## config.mk

```make
export PLATFORM = sky130hd
export DESIGN_NAME = execute_stage
export DESIGN_NICKNAME = d
export VERILOG_FILES = /design/src/rtl/execute_stage_pkg.sv /design/src/rtl/execute_stage_alu.sv /design/src/rtl/execute_stage.sv
export SDC_FILE = /design/constraint.sdc
export NUM_CORES = 1
export LEC_CHECK = 0
export ABC_AREA = 1
export CORE_MARGIN = 3
export CORE_UTILIZATION = 40
export DETAILED_ROUTE_END_ITERATION = 10
export PLACE_DENSITY = 0.62
export SKIP_CTS_REPAIR_TIMING = 1
export SLEW_MARGIN = 20
export SYNTH_ARGS = -nofsm -noshare
export SYNTH_HDL_FRONTEND = slang
export SYNTH_SLANG_ARGS = --single-unit
export TNS_END_PERCENT = 100
```

## constraint.sdc

```tcl
create_clock -name clk -period 6.85 [get_ports clk]
set_input_delay 0.685 -clock clk [delete_from_list [all_inputs] [get_ports clk]]
set_output_delay 0.685 -clock clk [all_outputs]
set_load 0.03 [all_outputs]
```

## src/rtl/execute_stage_pkg.sv

```systemverilog
// Shared definitions for the execute stage of the 5-stage pipeline.
// Holds the ALU opcode encoding, the forwarding-select encoding used by the
// hazard block, and the default datapath / register-address widths.
package execute_stage_pkg;

  localparam int DEF_DATA_W = 32;
  localparam int DEF_REG_AW = 5;

  // ALU operation encoding (alucontrolE)
  localparam logic [2:0] ALU_ADD = 3'b000;
  localparam logic [2:0] ALU_SUB = 3'b001;
  localparam logic [2:0] ALU_AND = 3'b010;
  localparam logic [2:0] ALU_OR  = 3'b011;
  localparam logic [2:0] ALU_XOR = 3'b100;
  localparam logic [2:0] ALU_SLT = 3'b101;
  localparam logic [2:0] ALU_SLL = 3'b110;
  localparam logic [2:0] ALU_SRL = 3'b111;

  // Forwarding select encoding (forwardAE / forwardBE); 2'b11 is reserved
  localparam logic [1:0] FWD_REG = 2'b00;
  localparam logic [1:0] FWD_W   = 2'b01;
  localparam logic [1:0] FWD_M   = 2'b10;

endpackage

```

## src/rtl/execute_stage_alu.sv

```systemverilog
// Combinational ALU for the execute stage.
// Ports:
//   i_a, i_b      : operands (DATA_W)
//   i_alucontrol  : operation select (3 bits, see execute_stage_pkg)
//   o_result      : result, overflow discarded (DATA_W)
//   o_zero        : result == 0
module execute_stage_alu
  import execute_stage_pkg::*;
#(
  parameter int DATA_W = DEF_DATA_W
) (
  input  logic [DATA_W-1:0] i_a,
  input  logic [DATA_W-1:0] i_b,
  input  logic [2:0]        i_alucontrol,
  output logic [DATA_W-1:0] o_result,
  output logic              o_zero
);

  logic signed [DATA_W-1:0] w_a_s;
  logic signed [DATA_W-1:0] w_b_s;
  logic                     w_lt;
  logic [4:0]               w_shamt;

  assign w_a_s   = i_a;
  assign w_b_s   = i_b;
  assign w_lt    = (w_a_s < w_b_s);
  assign w_shamt = i_b[4:0];

  always_comb begin
    o_result = '0;
    case (i_alucontrol)
      ALU_ADD: o_result = i_a + i_b;
      ALU_SUB: o_result = i_a - i_b;
      ALU_AND: o_result = i_a & i_b;
      ALU_OR:  o_result = i_a | i_b;
      ALU_XOR: o_result = i_a ^ i_b;
      ALU_SLT: o_result = {{(DATA_W-1){1'b0}}, w_lt};
      ALU_SLL: o_result = i_a << w_shamt;
      ALU_SRL: o_result = i_a >> w_shamt;
      default: o_result = '0;
    endcase
  end

  assign o_zero = (o_result == '0);

endmodule

```

## src/rtl/execute_stage.sv

```systemverilog
// Execute (E) stage of the 5-stage pipeline.
// Selects forwarded ALU operands (register file / W result / M result), runs
// the ALU, resolves beq, computes the branch target, and holds the EX/MEM
// pipeline register.
// Ports:
//   clk, rst (async, active-low), flushE
//   E-stage control: regwriteE, memwriteE, resultsrcE, branchE, alusrcE, alucontrolE
//   E-stage data: rd1E, rd2E, immextE, pcE, pcplus4E, rdE
//   resultW, forwardAE, forwardBE from the W stage / hazard block
//   pcsrcE, pctargetE : combinational branch outputs
//   *M outputs        : EX/MEM register contents
module execute_stage
  import execute_stage_pkg::*;
#(
  parameter int DATA_W = DEF_DATA_W,
  parameter int REG_AW = DEF_REG_AW
) (
  input  logic              clk,
  input  logic              rst,
  input  logic              flushE,
  input  logic              regwriteE,
  input  logic              memwriteE,
  input  logic              resultsrcE,
  input  logic              branchE,
  input  logic              alusrcE,
  input  logic [2:0]        alucontrolE,
  input  logic [DATA_W-1:0] rd1E,
  input  logic [DATA_W-1:0] rd2E,
  input  logic [DATA_W-1:0] immextE,
  input  logic [DATA_W-1:0] pcE,
  input  logic [DATA_W-1:0] pcplus4E,
  input  logic [REG_AW-1:0] rdE,
  input  logic [DATA_W-1:0] resultW,
  input  logic [1:0]        forwardAE,
  input  logic [1:0]        forwardBE,
  output logic              pcsrcE,
  output logic [DATA_W-1:0] pctargetE,
  output logic              regwriteM,
  output logic              memwriteM,
  output logic              resultsrcM,
  output logic [REG_AW-1:0] rdM,
  output logic [DATA_W-1:0] aluresultM,
  output logic [DATA_W-1:0] writedataM,
  output logic [DATA_W-1:0] pcplus4M
);

  logic [DATA_W-1:0] w_srca;
  logic [DATA_W-1:0] w_fwdb;
  logic [DATA_W-1:0] w_srcb;
  logic [DATA_W-1:0] w_aluresult;
  logic              w_zero;

  logic              r_regwrite_p0;
  logic              r_memwrite_p0;
  logic              r_resultsrc_p0;
  logic [REG_AW-1:0] r_rd_p0;
  logic [DATA_W-1:0] r_aluresult_p0;
  logic [DATA_W-1:0] r_writedata_p0;
  logic [DATA_W-1:0] r_pcplus4_p0;

  // Forwarding muxes; the reserved 2'b11 code falls back to the register file.
  // FWD_M uses the EX/MEM register as held before the edge, i.e. the previous
  // instruction's result.
  always_comb begin
    w_srca = rd1E;
    case (forwardAE)
      FWD_W:   w_srca = resultW;
      FWD_M:   w_srca = r_aluresult_p0;
      default: w_srca = rd1E;
    endcase
  end

  always_comb begin
    w_fwdb = rd2E;
    case (forwardBE)
      FWD_W:   w_fwdb = resultW;
      FWD_M:   w_fwdb = r_aluresult_p0;
      default: w_fwdb = rd2E;
    endcase
  end

  assign w_srcb = alusrcE ? immextE : w_fwdb;

  execute_stage_alu #(
    .DATA_W(DATA_W)
  ) u_alu (
    .i_a         (w_srca),
    .i_b         (w_srcb),
    .i_alucontrol(alucontrolE),
    .o_result    (w_aluresult),
    .o_zero      (w_zero)
  );

  // Branch resolution; gated by rst so nothing is redirected while in reset.
  assign pcsrcE    = branchE & w_zero & ~flushE & rst;
  assign pctargetE = pcE + immextE;

  // ---- E -> M boundary (EX/MEM register) ----
  // A flushed slot becomes a bubble: control cleared and rdM=0 so the hazard
  // block never forwards from it. Data fields are loaded regardless.
  always_ff @(posedge clk or negedge rst) begin
    if (!rst) begin
      r_regwrite_p0  <= 1'b0;
      r_memwrite_p0  <= 1'b0;
      r_resultsrc_p0 <= 1'b0;
      r_rd_p0        <= '0;
      r_aluresult_p0 <= '0;
      r_writedata_p0 <= '0;
      r_pcplus4_p0   <= '0;
    end else begin
      r_regwrite_p0  <= regwriteE  & ~flushE;
      r_memwrite_p0  <= memwriteE  & ~flushE;
      r_resultsrc_p0 <= resultsrcE & ~flushE;
      r_rd_p0        <= flushE ? '0 : rdE;
      r_aluresult_p0 <= w_aluresult;
      r_writedata_p0 <= w_fwdb;
      r_pcplus4_p0   <= pcplus4E;
    end
  end

  assign regwriteM  = r_regwrite_p0;
  assign memwriteM  = r_memwrite_p0;
  assign resultsrcM = r_resultsrc_p0;
  assign rdM        = r_rd_p0;
  assign aluresultM = r_aluresult_p0;
  assign writedataM = r_writedata_p0;
  assign pcplus4M   = r_pcplus4_p0;

endmodule

```

==> results of run 1 <==
## cells by family (layout without fill, tap and decap cells)
kind of cell / after synthesis / in the layout / synth area share (%)
simple gates: 1366 / 1366 / 40.10
compound gates: 490 / 490 / 18.17
xor+xnor: 38 / 38 / 2.232
other cells: 0 / 12 / 0
buf+inv: 387 / 746 / 10.57
fa+ha+maj: 135 / 135 / 11.48
flops: 104 / 104 / 17.45
## power breakdown
group	internal (mW)	leakage (nW)	total [mW]	switching (mW)
sequential	0.698	1.26	0.780	0.0822
clock	0.270	0.157	0.573	0.303
combinational	1.01	7.95	3.06	2.05
total	1.98	9.36	4.41	2.43
## critical path: cells and delay by family
family | cells | cell delay, ps
buffers and inverters | 7 | 1380
and+or+nand+nor | 17 | 2440
adders and majority gates | 2 | 820
AOI/OAI and AO/OA | 3 | 640
## worst paths after layout
check | from | to | slack, ps | cells past startpoint
setup / recovery | forwardBE[0] | pcsrcE | 180 | 29
hold / removal | rst | writedataM[31] | 280 | 1
setup reg to reg | aluresultM[10] | aluresultM[0] | 2830 | 20
hold reg to reg | aluresultM[12] | writedataM[12] | 660 | 2
max in group asynchronous | rst | pcplus4M[2] | 5220 | 2
min in group clk | aluresultM[12] | writedataM[12] | 660 | 2
## cells in the final DEF (no fill, tap or decap), types with 5 or more instances in the layout
cell / count
nand2_1: 560
nand3_1: 462
clkdlybuf4s50_1: 346
inv_1: 262
a21oi_1: 239
nor2_1: 226
ha_1: 126
o21ai_0: 124
buf_4: 108
dfrtp_1: 104
or2_2: 34
o21ai_1: 31
xor2_1: 30
nor3_1: 25
nand4_1: 21
o22ai_1: 15
diode_2: 12
o211ai_1: 12
a221oi_1: 12
o21a_1: 11
o21bai_1: 11
or2_0: 10
clkbuf_16: 9
xnor2_1: 8
nor4_1: 7
a31oi_1: 6
o2111ai_1: 6
ha_2: 6
inv_2: 5
a21boi_0: 5
## metal layers
metal | routed length (µm) | global-route usage (%)
met1 | 32040 | 50.46
met2 | 38530 | 66.56
met3 | 10030 | 10.61
met4 | 6664 | 26.99
met5 | 0 | 0.3704
## stage by stage
step | total power [mW] | hold slack [ps] | worst slack, ps | cell area, µm² | TNS, ps
3_3_place_gp | 3.710 | 625.4 | -179.8 | 19290 | -179.8
3_5_place_dp | 3.714 | 644.2 | -224.0 | 19290 | -224.0
6_report | 4.409 | 282.4 | 182.7 | 19690 | 0
4_1_cts | 4.294 | 295.0 | -241.6 | 19610 | -241.6
2_1_floorplan | 2.453 | 389.4 | 1837 | 14910 | 0
5_1_grt | 4.620 | 311.4 | 28.13 | 19680 | 0
## sequential cells by signal (all words and copies together), names as in the netlist
register	flops
aluresultM	32
memwriteM	1
resultsrcM	1
regwriteM	1
writedataM	32
pcplus4M	32
rdM	5
## final cells by class
cell class | count | area (µm²)
timing repair buffer | 457 | 4325
tap | 468 | 585.6
inverter | 273 | 1031
multi-input combinational | 2029 | 10790
clock inverter | 7 | 98.84
antenna | 12 | 30.03
clock buffer | 9 | 225.2
fill | 3727 | 17010
sequential | 104 | 2603
==> impl_metrics.ini, run 1 <==
[run_status]
status = completed

[critical_path]
startpoint_type = primary input
cp-end-kind = output port
cp_slowest_stage_delay_ps = 520
crit_slowest_cell = clkdlybuf4s50_1
crit_required_ps = 6160
cp_max_fo = 24
worst-setup-path-type = primary input to output port
cp_common_cell = nand2_1
worstPathArrival_ps = 5980

[timing]
max_freq_ghz = 0.1500
min_period_ps = 6667
clock_skew_ps = 11.06
finalSetupViolations = 0
fin_crit_sh_pct = 97.33
rsz0062_at_grt = false
slew_viol_final = 0
maxSlewHeadroom_pct = 21.24
worst_pin_slew_ps = 1177
final-hold-violation-count = 0

[power]
irDropWorstVdd_mv = 0.1370
leakagePower_nw = 9.362
power.density_mw_per_mm2 = 223.9

[layout]
drive_gt1_share_pct = 6.634
syn2layout_area_growth_pct = 32.03
nets = 3221
instances_no_fill = 3359
post-route-util_pct = 53.66

[logic_synthesis]
yosysWarnings = 0
synth_area_leaders = dfrtp_1, nand3_1, nand2_1
synth.most_common_cell = nand2_1
synth_common_cells = nand2_1, nand3_1, inv_1
synth_cells = 2520
synthesis.area_mm2 = 0.01491
synth_edf_count = 0
yosysSeqAreaShare_pct = 17.45
yosys.area.top_type = dfrtp_1
yosysUniqueCellTypes = 51
syn_area_per_cell_um2 = 5.918
ys.flop_type = dfrtp_1
synth_seq_cells = 104
syn_nets = 2867
synth_top_area_share_pct = 17.45
async_reset_ff_share_pct = 100.0

[min_path]
min_path_type = primary input to asynchronous set/reset pin

[route]
postRouteAntennaNets = 0
drtIter0Drc = 3046
drc = 0
avgViaCountPerCell = 6.121
wirelength_mm = 87.26
vias = 20559
wire_per_inst_um = 25.98
dr.pass1.iters = 10

[cts]
h-tree-depth = 3
cts_buffers = 9
cts_buffer_depth = 2
clock_latency_ps = 380
clock-sinks = 104
clockRootBuffer = clkbuf_16
path_clk_slew_ps = 80
cts_tree = yes

[placed_design]
dp.cells = 3330
routabilityCongestion = 1.139
dp_hpwl_mm = 72.31
numPortBuffers = 348

[floorplan]
die_w_um = 199.1
start_util_pct = 40.64
core.rowCount = 70
io_pins = 349
die_y_um = 199.1
die_area_mm2 = 0.03964
core_mm2 = 0.03670

[run]
cap_violations = 0

[grt]
grt_overflow = 0
grt_antenna_before_repair = 9
track_usage_pct = 41.88
grt_pass1_wl_mm = 123.4
grt_max_degree = 72
grt_pass1_vias = 19180
Power figures use the tool's default switching activity.
==> run 2: changes to the inputs <==
GPL_ROUTABILITY_DRIVEN = 1   (was unset)
TNS_END_PERCENT = 20   (was 100)
==> results of run 2 <==
The final DEF is identical to that of run 1; final timing and power are the same.
